**config.mk**
```make
export PLATFORM = sky130hd
export DESIGN_NAME = rr_arbiter_5_flat
export DESIGN_NICKNAME = d
export VERILOG_FILES = /design/src/rtl/rr_arbiter_5_pkg.sv /design/src/rtl/rr_arbiter_5_if.sv /design/src/rtl/rr_arbiter_5_rr_pick.sv /design/src/rtl/rr_arbiter_5.sv /design/src/flat_wrapper.sv
export SDC_FILE = /design/constraint.sdc
export NUM_CORES = 1
export LEC_CHECK = 0
export CORE_UTILIZATION = 25
export CTS_CLUSTER_DIAMETER = 60
export DETAILED_ROUTE_END_ITERATION = 6
export GPL_TIMING_DRIVEN = 0
export SYNTH_ARGS = -nofsm -noshare
export SYNTH_HDL_FRONTEND = slang
export SYNTH_SLANG_ARGS = --single-unit
```
**constraint.sdc**
```tcl
create_clock -name clk -period 5.6 [get_ports clk]
set_input_delay 1.12 -clock clk [delete_from_list [all_inputs] [get_ports clk]]
set_output_delay 1.12 -clock clk [all_outputs]
set_load 0.01 [all_outputs]
```
**src/rtl/rr_arbiter_5_pkg.sv**
```systemverilog
// Shared definitions for the five-requester round-robin arbiter (package arb_pkg).
// The optional forced-release feature is selected by the ARB_TIMEOUT_EN macro.
package arb_pkg;

  localparam int N_REQ      = 5;
  localparam int HOLD_CNT_W = 8;
  localparam int PTR_W      = 3;

  typedef enum logic {
    IDLE  = 1'b0,
    GRANT = 1'b1
  } state_t;

  function automatic logic [N_REQ-1:0] onehot(input logic [PTR_W-1:0] idx);
    logic [N_REQ-1:0] v;
    v = '0;
    v[idx] = 1'b1;
    return v;
  endfunction

endpackage

```
**src/rtl/rr_arbiter_5_if.sv**
```systemverilog
// Request/grant bundle between the requesters (master) and the arbiter (slave).
interface rr_arbiter_5_if;
  import arb_pkg::*;

  // Handshake: each requester holds its req bit high until it has been served.
  // grant is registered and is either all-zero or one-hot. grant_valid is high
  // exactly when grant is non-zero. The holder keeps the grant while its req bit
  // stays high, and gives it back either by dropping req or by pulsing
  // release_pulse for one cycle. Every grant is followed by at least one idle
  // cycle. A release_pulse seen while nothing is granted is ignored.
  logic [N_REQ-1:0] req;
  logic             release_pulse;
  logic [N_REQ-1:0] grant;
  logic             grant_valid;
  logic             timeout;

  modport master (output req, release_pulse, input grant, grant_valid, timeout);
  modport slave  (input req, release_pulse, output grant, grant_valid, timeout);

endinterface

```
**src/rtl/rr_arbiter_5_rr_pick.sv**
```systemverilog
// Rotating find-first-set: the first set req bit scanning ptr, ptr+1, ..., wrapping at 4.
module rr_pick
  import arb_pkg::*;
(
  input  logic [N_REQ-1:0] req,
  input  logic [PTR_W-1:0] ptr,
  output logic [PTR_W-1:0] idx,
  output logic             any
);

  logic [PTR_W-1:0] start;
  logic [3:0]       pos;

  // Out-of-range pointer values cannot be produced by the arbiter; fold them to 0.
  assign start = (ptr > PTR_W'(N_REQ - 1)) ? '0 : ptr;

  always_comb begin
    idx = '0;
    any = 1'b0;
    pos = '0;
    for (int k = 0; k < N_REQ; k++) begin
      pos = {1'b0, start} + 4'(k);
      if (pos >= 4'(N_REQ)) pos = pos - 4'(N_REQ);
      if (!any && req[pos[PTR_W-1:0]]) begin
        any = 1'b1;
        idx = pos[PTR_W-1:0];
      end
    end
  end

endmodule

```
**src/rtl/rr_arbiter_5.sv**
```systemverilog
// Five-requester round-robin arbiter with a registered one-hot grant.
// Defining ARB_TIMEOUT_EN adds forced release after HOLD_MAX held cycles.
module rr_arbiter_5
  import arb_pkg::*;
#(
  parameter int HOLD_MAX = 15
) (
  input  logic            clk,
  input  logic            reset,
  rr_arbiter_5_if.slave   bus,
  output state_t          state
);

  if (HOLD_MAX < 1 || HOLD_MAX > 255) begin : g_hold_max_check
    $error("HOLD_MAX must be in 1..255");
  end

  state_t           state_q, state_d;
  logic [N_REQ-1:0] grant_q, grant_d;
  logic [PTR_W-1:0] ptr_q, ptr_d;
  logic [PTR_W-1:0] gidx_q, gidx_d;
  logic [PTR_W-1:0] pick_idx;
  logic             pick_any;
  logic             done;
  logic             force_rel;

  rr_pick u_pick (
    .req (bus.req),
    .ptr (ptr_q),
    .idx (pick_idx),
    .any (pick_any)
  );

  assign done = bus.release_pulse || !bus.req[gidx_q];

`ifdef ARB_TIMEOUT_EN
  logic [HOLD_CNT_W-1:0] hold_q, hold_d;
  logic                  timeout_q, timeout_d;

  assign force_rel = (state_q == GRANT) && (hold_q == HOLD_CNT_W'(HOLD_MAX - 1));

  always_comb begin
    hold_d    = hold_q;
    timeout_d = 1'b0;
    if (state_q == IDLE) begin
      hold_d = '0;
    end else begin
      // A voluntary release in the same cycle wins and is not reported as a timeout.
      timeout_d = force_rel && !done;
      if (hold_q != '1) hold_d = hold_q + 1'b1;
    end
  end

  always_ff @(posedge clk) begin
    if (reset) begin
      hold_q    <= '0;
      timeout_q <= 1'b0;
    end else begin
      hold_q    <= hold_d;
      timeout_q <= timeout_d;
    end
  end

  assign bus.timeout = timeout_q;
`else
  assign force_rel   = 1'b0;
  assign bus.timeout = 1'b0;
`endif

  always_comb begin
    state_d = state_q;
    grant_d = grant_q;
    ptr_d   = ptr_q;
    gidx_d  = gidx_q;
    case (state_q)
      IDLE: begin
        if (pick_any) begin
          state_d = GRANT;
          grant_d = onehot(pick_idx);
          gidx_d  = pick_idx;
        end
      end
      GRANT: begin
        // Ending always passes through IDLE, giving the encoder an all-zero cycle.
        if (done || force_rel) begin
          state_d = IDLE;
          grant_d = '0;
          ptr_d   = (gidx_q == PTR_W'(N_REQ - 1)) ? '0 : gidx_q + 1'b1;
        end
      end
      default: begin
        state_d = IDLE;
        grant_d = '0;
      end
    endcase
  end

  always_ff @(posedge clk) begin
    if (reset) begin
      state_q <= IDLE;
      grant_q <= '0;
      ptr_q   <= '0;
      gidx_q  <= '0;
    end else begin
      state_q <= state_d;
      grant_q <= grant_d;
      ptr_q   <= ptr_d;
      gidx_q  <= gidx_d;
    end
  end

  assign bus.grant       = grant_q;
  assign bus.grant_valid = |grant_q;
  assign state           = state_q;

endmodule

```
**src/flat_wrapper.sv**
```systemverilog
// flat-port wrapper written by rule: the top's interface ports become plain ports
module rr_arbiter_5_flat import arb_pkg::*;
#(
  parameter int HOLD_MAX = 15
)
  (clk, reset, state, bus_req, bus_release_pulse, bus_grant, bus_grant_valid, bus_timeout);
  rr_arbiter_5_if bus_i ();
  input  logic clk;
  input  logic reset;
  output state_t state;
  input wire logic [$bits(bus_i.req)-1:0] bus_req;
  input wire logic [$bits(bus_i.release_pulse)-1:0] bus_release_pulse;
  output wire logic [$bits(bus_i.grant)-1:0] bus_grant;
  output wire logic [$bits(bus_i.grant_valid)-1:0] bus_grant_valid;
  output wire logic [$bits(bus_i.timeout)-1:0] bus_timeout;
  assign bus_i.req = bus_req;
  assign bus_i.release_pulse = bus_release_pulse;
  assign bus_grant = bus_i.grant;
  assign bus_grant_valid = bus_i.grant_valid;
  assign bus_timeout = bus_i.timeout;
  rr_arbiter_5 #(.HOLD_MAX(HOLD_MAX)) u_core (.clk(clk), .reset(reset), .bus(bus_i), .state(state));
endmodule
```
**Yosys cells after proc, flatten, opt, wreduce, memory -nomap -nowiden**

Index checks and enable logic that the tools add are counted.

- $add $sub $neg: 10
- $lt $le $gt $ge: 14
- Equality and inequality tests: 3
- Muxes and demuxes: 37
- Bitwise gates (word level): 1
- Reduce and logical (&&, ||, !) cells: 15

Operators by type and width:

| cell | number |
|---|---|
| $mux 3 | 12 |
| $lt 3x4->1 const B | 7 |
| $bmux 1 s3 | 6 |
| $ge 4x3->1 const B | 4 |
| $sub 3x3->3 const B | 5 |
| $mux 1 | 14 |
| $mux 5 | 2 |
| $pmux 5 s2 | 1 |
| $add 3x2->4 const B | 2 |
| $reduce_and 2->1 | 3 |
| $logic_and 1x1->1 | 5 |
| $logic_not 1->1 | 5 |
| $reduce_or 5->1 | 1 |
| $add 3x1->4 const B | 1 |
| $add 3x3->4 const B | 1 |
| $add 3x1->3 const B | 1 |
| $demux 1 s3 | 1 |
| $eq 3x3->1 const B | 1 |
| $ge 3x1->1 const B | 1 |
| $ge 3x3->1 const B | 1 |
| $gt 3x3->1 const B | 1 |
| $ne 2x1->1 const B | 1 |
| $ne 2x2->1 const B | 1 |
| $pmux 1 s2 | 1 |
| 2 further kinds | 2 |

- Flip-flop bits (word level): 12
- Input bits: 8
- Output and inout port bits: 8

**Longest topological paths before layout**

- Depth in word-level cells: 25
- Gate-level depth with buffers: 14
- Gate-level depth less buffers: 12

**Modules after synthesis**

A second synthesis with hierarchy kept.

- Cells, all modules: 211
- Area total of the unflattened synthesis: 1674.1 um2

By module, submodules not included:

| module | times used | cells each | area an instance (um2) | sequential area each (um2) |
|---|---|---|---|---|
| rr_pick | 1 | 138 | 1002.2 | 0.0 |
| rr_arbiter_5 | 1 | 73 | 671.9 | 240.2 |

**Worst setup path after synthesis**

Ideal clock, no wire load.

- Path type: register -> register
- Start point: register u_core.ptr_q[2]
- End point: register u_core.grant_q[3], in the netlist u_core.bus.grant[3]
- Arrival time: 3.481 ns
- Required time: 5.483 ns
- Slack: 2.002 ns
- Stages on the path, launching flop included: 12
- Buffers on the path: 1
- Cell sequence: dfxtp_1 -> buf_4 -> nand2b_1 -> inv_1 -> ha_1 -> or4b_1 -> nand4_2 -> mux4_2 -> a2111oi_4 -> o211ai_2 -> o32a_2 -> a32o_1

- Word-level cells in the longest chain between the ends: 25
- Elaborated cells between the ends (all ways): 58
- Those cells by class: add/sub: 9; order compare: 8; eq/ne: 1; mux: 30; reduce/logical: 10

Ends and longest elaborated chain:

| item | RTL line | RTL |
|---|---|---|
| from (decl) | rr_arbiter_5.sv:20 | `logic [PTR_W-1:0] ptr_q, ptr_d;` |
| from (signal assigned) | rr_arbiter_5.sv:107 | `ptr_q <= ptr_d;` |
| $gt 3x3->1 | rr_arbiter_5_rr_pick.sv:15 | `assign start = (ptr > PTR_W'(N_REQ - 1)) ? '0 : ptr;` |
| $mux 3 (*) | rr_arbiter_5_rr_pick.sv:15 |  |
| branches (longest 23 deep; another with $add 3x1->4) | - |  |
| to (signal assigned) | rr_arbiter_5.sv:106 | `grant_q <= grant_d;` |
| to (decl) | rr_arbiter_5.sv:19 | `logic [N_REQ-1:0] grant_q, grant_d;` |

Mark *: on every way between the ends. The select of a mux whose other input is x is not followed.
A chain may end at the register's enable or synchronous reset.

**Final worst setup path**

Ends and elaborated chain as after synthesis.

==> run_results.csv <==
group,metric,value,unit
pwr,ir_drop,0.1165,mV
timing,finalClockSkew,0.002281,ns
yosys,synth-main-ff-cell,"dfxtp_1",
yosys,syn-cell-area,1570,um2
finish,area.growth.synth_to_final,17.77,%
grt,grt.total_usage,14.99,%
critical_path,crit_path_end_kind,"register",
routing,vias,1583,
critical_path,setup.worst_path.start,"u_core.ptr_q[2]$_SDFFE_PP0P_",
yosys,synth_cell_types,65,
clock_tree,cts_made_buffers,3,
critical_path,reg2reg_to,"u_core.bus.grant[3]$_SDFFE_PP0P_",
timing,setup_tns,0,ns
clock_tree,clockRootBuffer,"clkbuf_8",
critical_path,regToRegSetupSlack,1.46,ns
critical_path,cp-endpoint,"u_core.bus.grant[3]$_SDFFE_PP0P_",
routing,drc,0,
yosys,synth.avg_cell_area,7.697,um2
grt,grt_max_degree,11,
critical_path,worst-endpoint-required,5.73,ns
clock_tree,post_cts_resized,0,
finish,fin_nets,239,
timing,rsz0062_at_grt,"no",
yosys,yosysTopAreaCell,"dfxtp_1",
yosys,synth-async-reset-ratio,0,%
yosys,syn-num-nets,221,
finish,drive_gt1_share,13.12,%
finish,fin_util,30.87,%
finish,diodes,0,
flow_run,maxCapViolations,0,
floorplan,die_x,81.25,um
clock_tree,cts_setup_buffers,0,
yosys,synth_warnings,0,
timing,maxSlewViolCount,0,
timing,relSlewSlack,53.38,%
timing,setup_ws,1.457,ns
grt,grt_pass1_vias,1551,
placed_design,hpwl,3439,um
critical_path,cp_max_fo,10,
yosys,synth_top_area_share,15.30,%
timing,worstMarginPinSlew,0.6817,ns
floorplan,dieHeight,81.25,um
yosys,seq_area_frac_synth,15.30,%
clock_tree,hold_buffers,0,
floorplan,die_area,6602,um2
yosys,synth-seq-cells,12,
grt,grt-ovfl-total,0,
routing,routed_wl,4369,um
critical_path,timing.rr.start,"u_core.ptr_q[2]$_SDFFE_PP0P_",
critical_path,cp-start-kind,"register",
clock_tree,clock-sinks,12,
routing,drtPass1Iterations,4,
yosys,ys_top_cells_by_area,"dfxtp_1 (15%), ha_1 (7.2%), a21oi_1 (4.8%), nand2_1 (4.1%), nor2_1 (3.6%)",
floorplan,coreArea,5991,um2
grt,grt_pass1_wl,7700,um
run_status,status,"finished, final reports clean",
floorplan,io_pins,16,
clock_tree,cts_max_level,1,
routing,drt_iter0_markers,122,
yosys,synth_edf_count,0,
yosys,synthesis.instances,204,
timing,max_freq,0.2414,GHz
pwr,powerDensity,432.3,nW/um2
placed_design,place_ws,1.345,ns
clock_tree,clk_latency,0.24,ns
yosys,yosysMostFrequentCell,"nand2_1",
pwr,p_leak,0.0006927,uW
floorplan,initial_core_util,26.21,%
clock_tree,path_clk_slew,0.06,ns
clock_tree,clock_path_buffers,2,
critical_path,crit_arrival,4.28,ns
placed_design,gp_congestion,0.8524,
timing,hold_viol,0,
critical_path,rr_worst_depth,12,
routing,drtAntennaViolNets,0,
grt,antenna_found_initial,0,
routing,viasPerCell,5.348,
yosys,yosys-top-cells-count,"nand2_1 (17), a21oi_1 (15), nor2_1 (15)",
clock_tree,cts_tree,"done",
hold_path,min_path_type,"register to register",
timing,post-route-min-period,4.143,ns
placed_design,portBuffers,13,
timing,finalSetupViolCount,0,
critical_path,crit_type,"register to register",
routing,routedWlPerCell,14.76,um
floorplan,row_count,28,
timing,fin_crit_sh,73.98,%
## placed cells by master, fill, tap and decap left out, drive strengths merged, types with 4 or more instances in the layout
master         netlist  routed
and2                 4       4
nor2b                5       5
nand3b               5       5
ha                   9       9
nor2                15      15
nand2b               7       7
buf                  5       5
mux2i                5       5
nand2               17      17
dfxtp               12      12
inv                 10      10
nor3                 7       7
clkdlybuf4s50        0      13
a21oi               18      18
o21ai               14      14
o21a                 4       4
clkbuf               5       9
## state kept, by name, indices dropped and copies added, names as in the netlist
name,flops
u_core.bus.grant,5
u_core.gidx_q,3
u_core.ptr_q,3
u_core.state,1
## layout make-up
class,instances,area [um2]
Fill cell,645,4141
Buffer,10,51.30
Clock buffer,4,55.05
Sequential cell,12,240.2
Timing Repair Buffer,13,130.1
Tap cell,75,93.84
Multi-Input combinational cell,171,1236
Inverter,11,42.54
## critical path, cell delays in order, from the launching register on
cell       delay, ns
dfxtp_1         0.36
buf_4           0.17
nand2b_1        0.33
inv_1           0.21
ha_1            0.28
or4b_1          0.53
nand4_2         0.18
mux4_2          0.59
a2111oi_4       0.42
o211ai_2        0.23
o21ai_0         0.36
nor3b_2         0.11
a32o_1          0.27
## how the worst min path moves through the flow
stage / from / to / slack, ns / cells after the start
after floorplan: u_core.gidx_q[2]$_SDFFE_PP0P_ / u_core.gidx_q[2]$_SDFFE_PP0P_ / 0.47 / 2
after global placement: u_core.bus.grant[3]$_SDFFE_PP0P_ / u_core.bus.grant[3]$_SDFFE_PP0P_ / 0.48 / 1
after detailed placement: u_core.bus.grant[1]$_SDFFE_PP0P_ / u_core.bus.grant[1]$_SDFFE_PP0P_ / 0.49 / 1
after CTS: u_core.bus.grant[3]$_SDFFE_PP0P_ / u_core.bus.grant[3]$_SDFFE_PP0P_ / 0.51 / 1
after global routing: u_core.bus.grant[3]$_SDFFE_PP0P_ / u_core.bus.grant[3]$_SDFFE_PP0P_ / 0.52 / 1
final: u_core.bus.grant[2]$_SDFFE_PP0P_ / u_core.bus.grant[2]$_SDFFE_PP0P_ / 0.51 / 2
## per-layer routing
layer | global-route usage [%] | up-vias | wire length [um]
li1 | - | 796 | -
met1 | 20.20 | 756 | 2084
met2 | 25.21 | 25 | 2097
met3 | 1.236 | 6 | 139
met4 | 4.464 | 0 | 48
met5 | 0 | - | 0
## where the power goes
group | internal, uW | switching, uW
Clock | 62.1 | 33.2
Combinational | 254 | 312
Sequential | 111 | 27.0
Total | 427 | 373
## through the flow
stage	hold WS, ns	instance area, um2	total power, uW	instances
after floorplan	0.4723	1570	554.4	204
after global placement	0.4814	1794	691.0	292
after detailed placement	0.4934	1794	702.1	292
after CTS	0.5066	1849	799.2	296
after global routing	0.5151	1849	877.8	296
final	0.5066	1849	799.4	296
## cell families after synthesis
family	Yosys count	synth area share, %
DFF	12	15.30
muxes	10	8.207
buffers and inverters	21	5.975
adders and majority gates	9	7.171
and+or+nand+nor	80	29.32
AOI/OAI and AO/OA	69	32.67
other	1	0.2388
xor gates and xnor gates	2	1.116
Power figures use the tool's default switching activity.
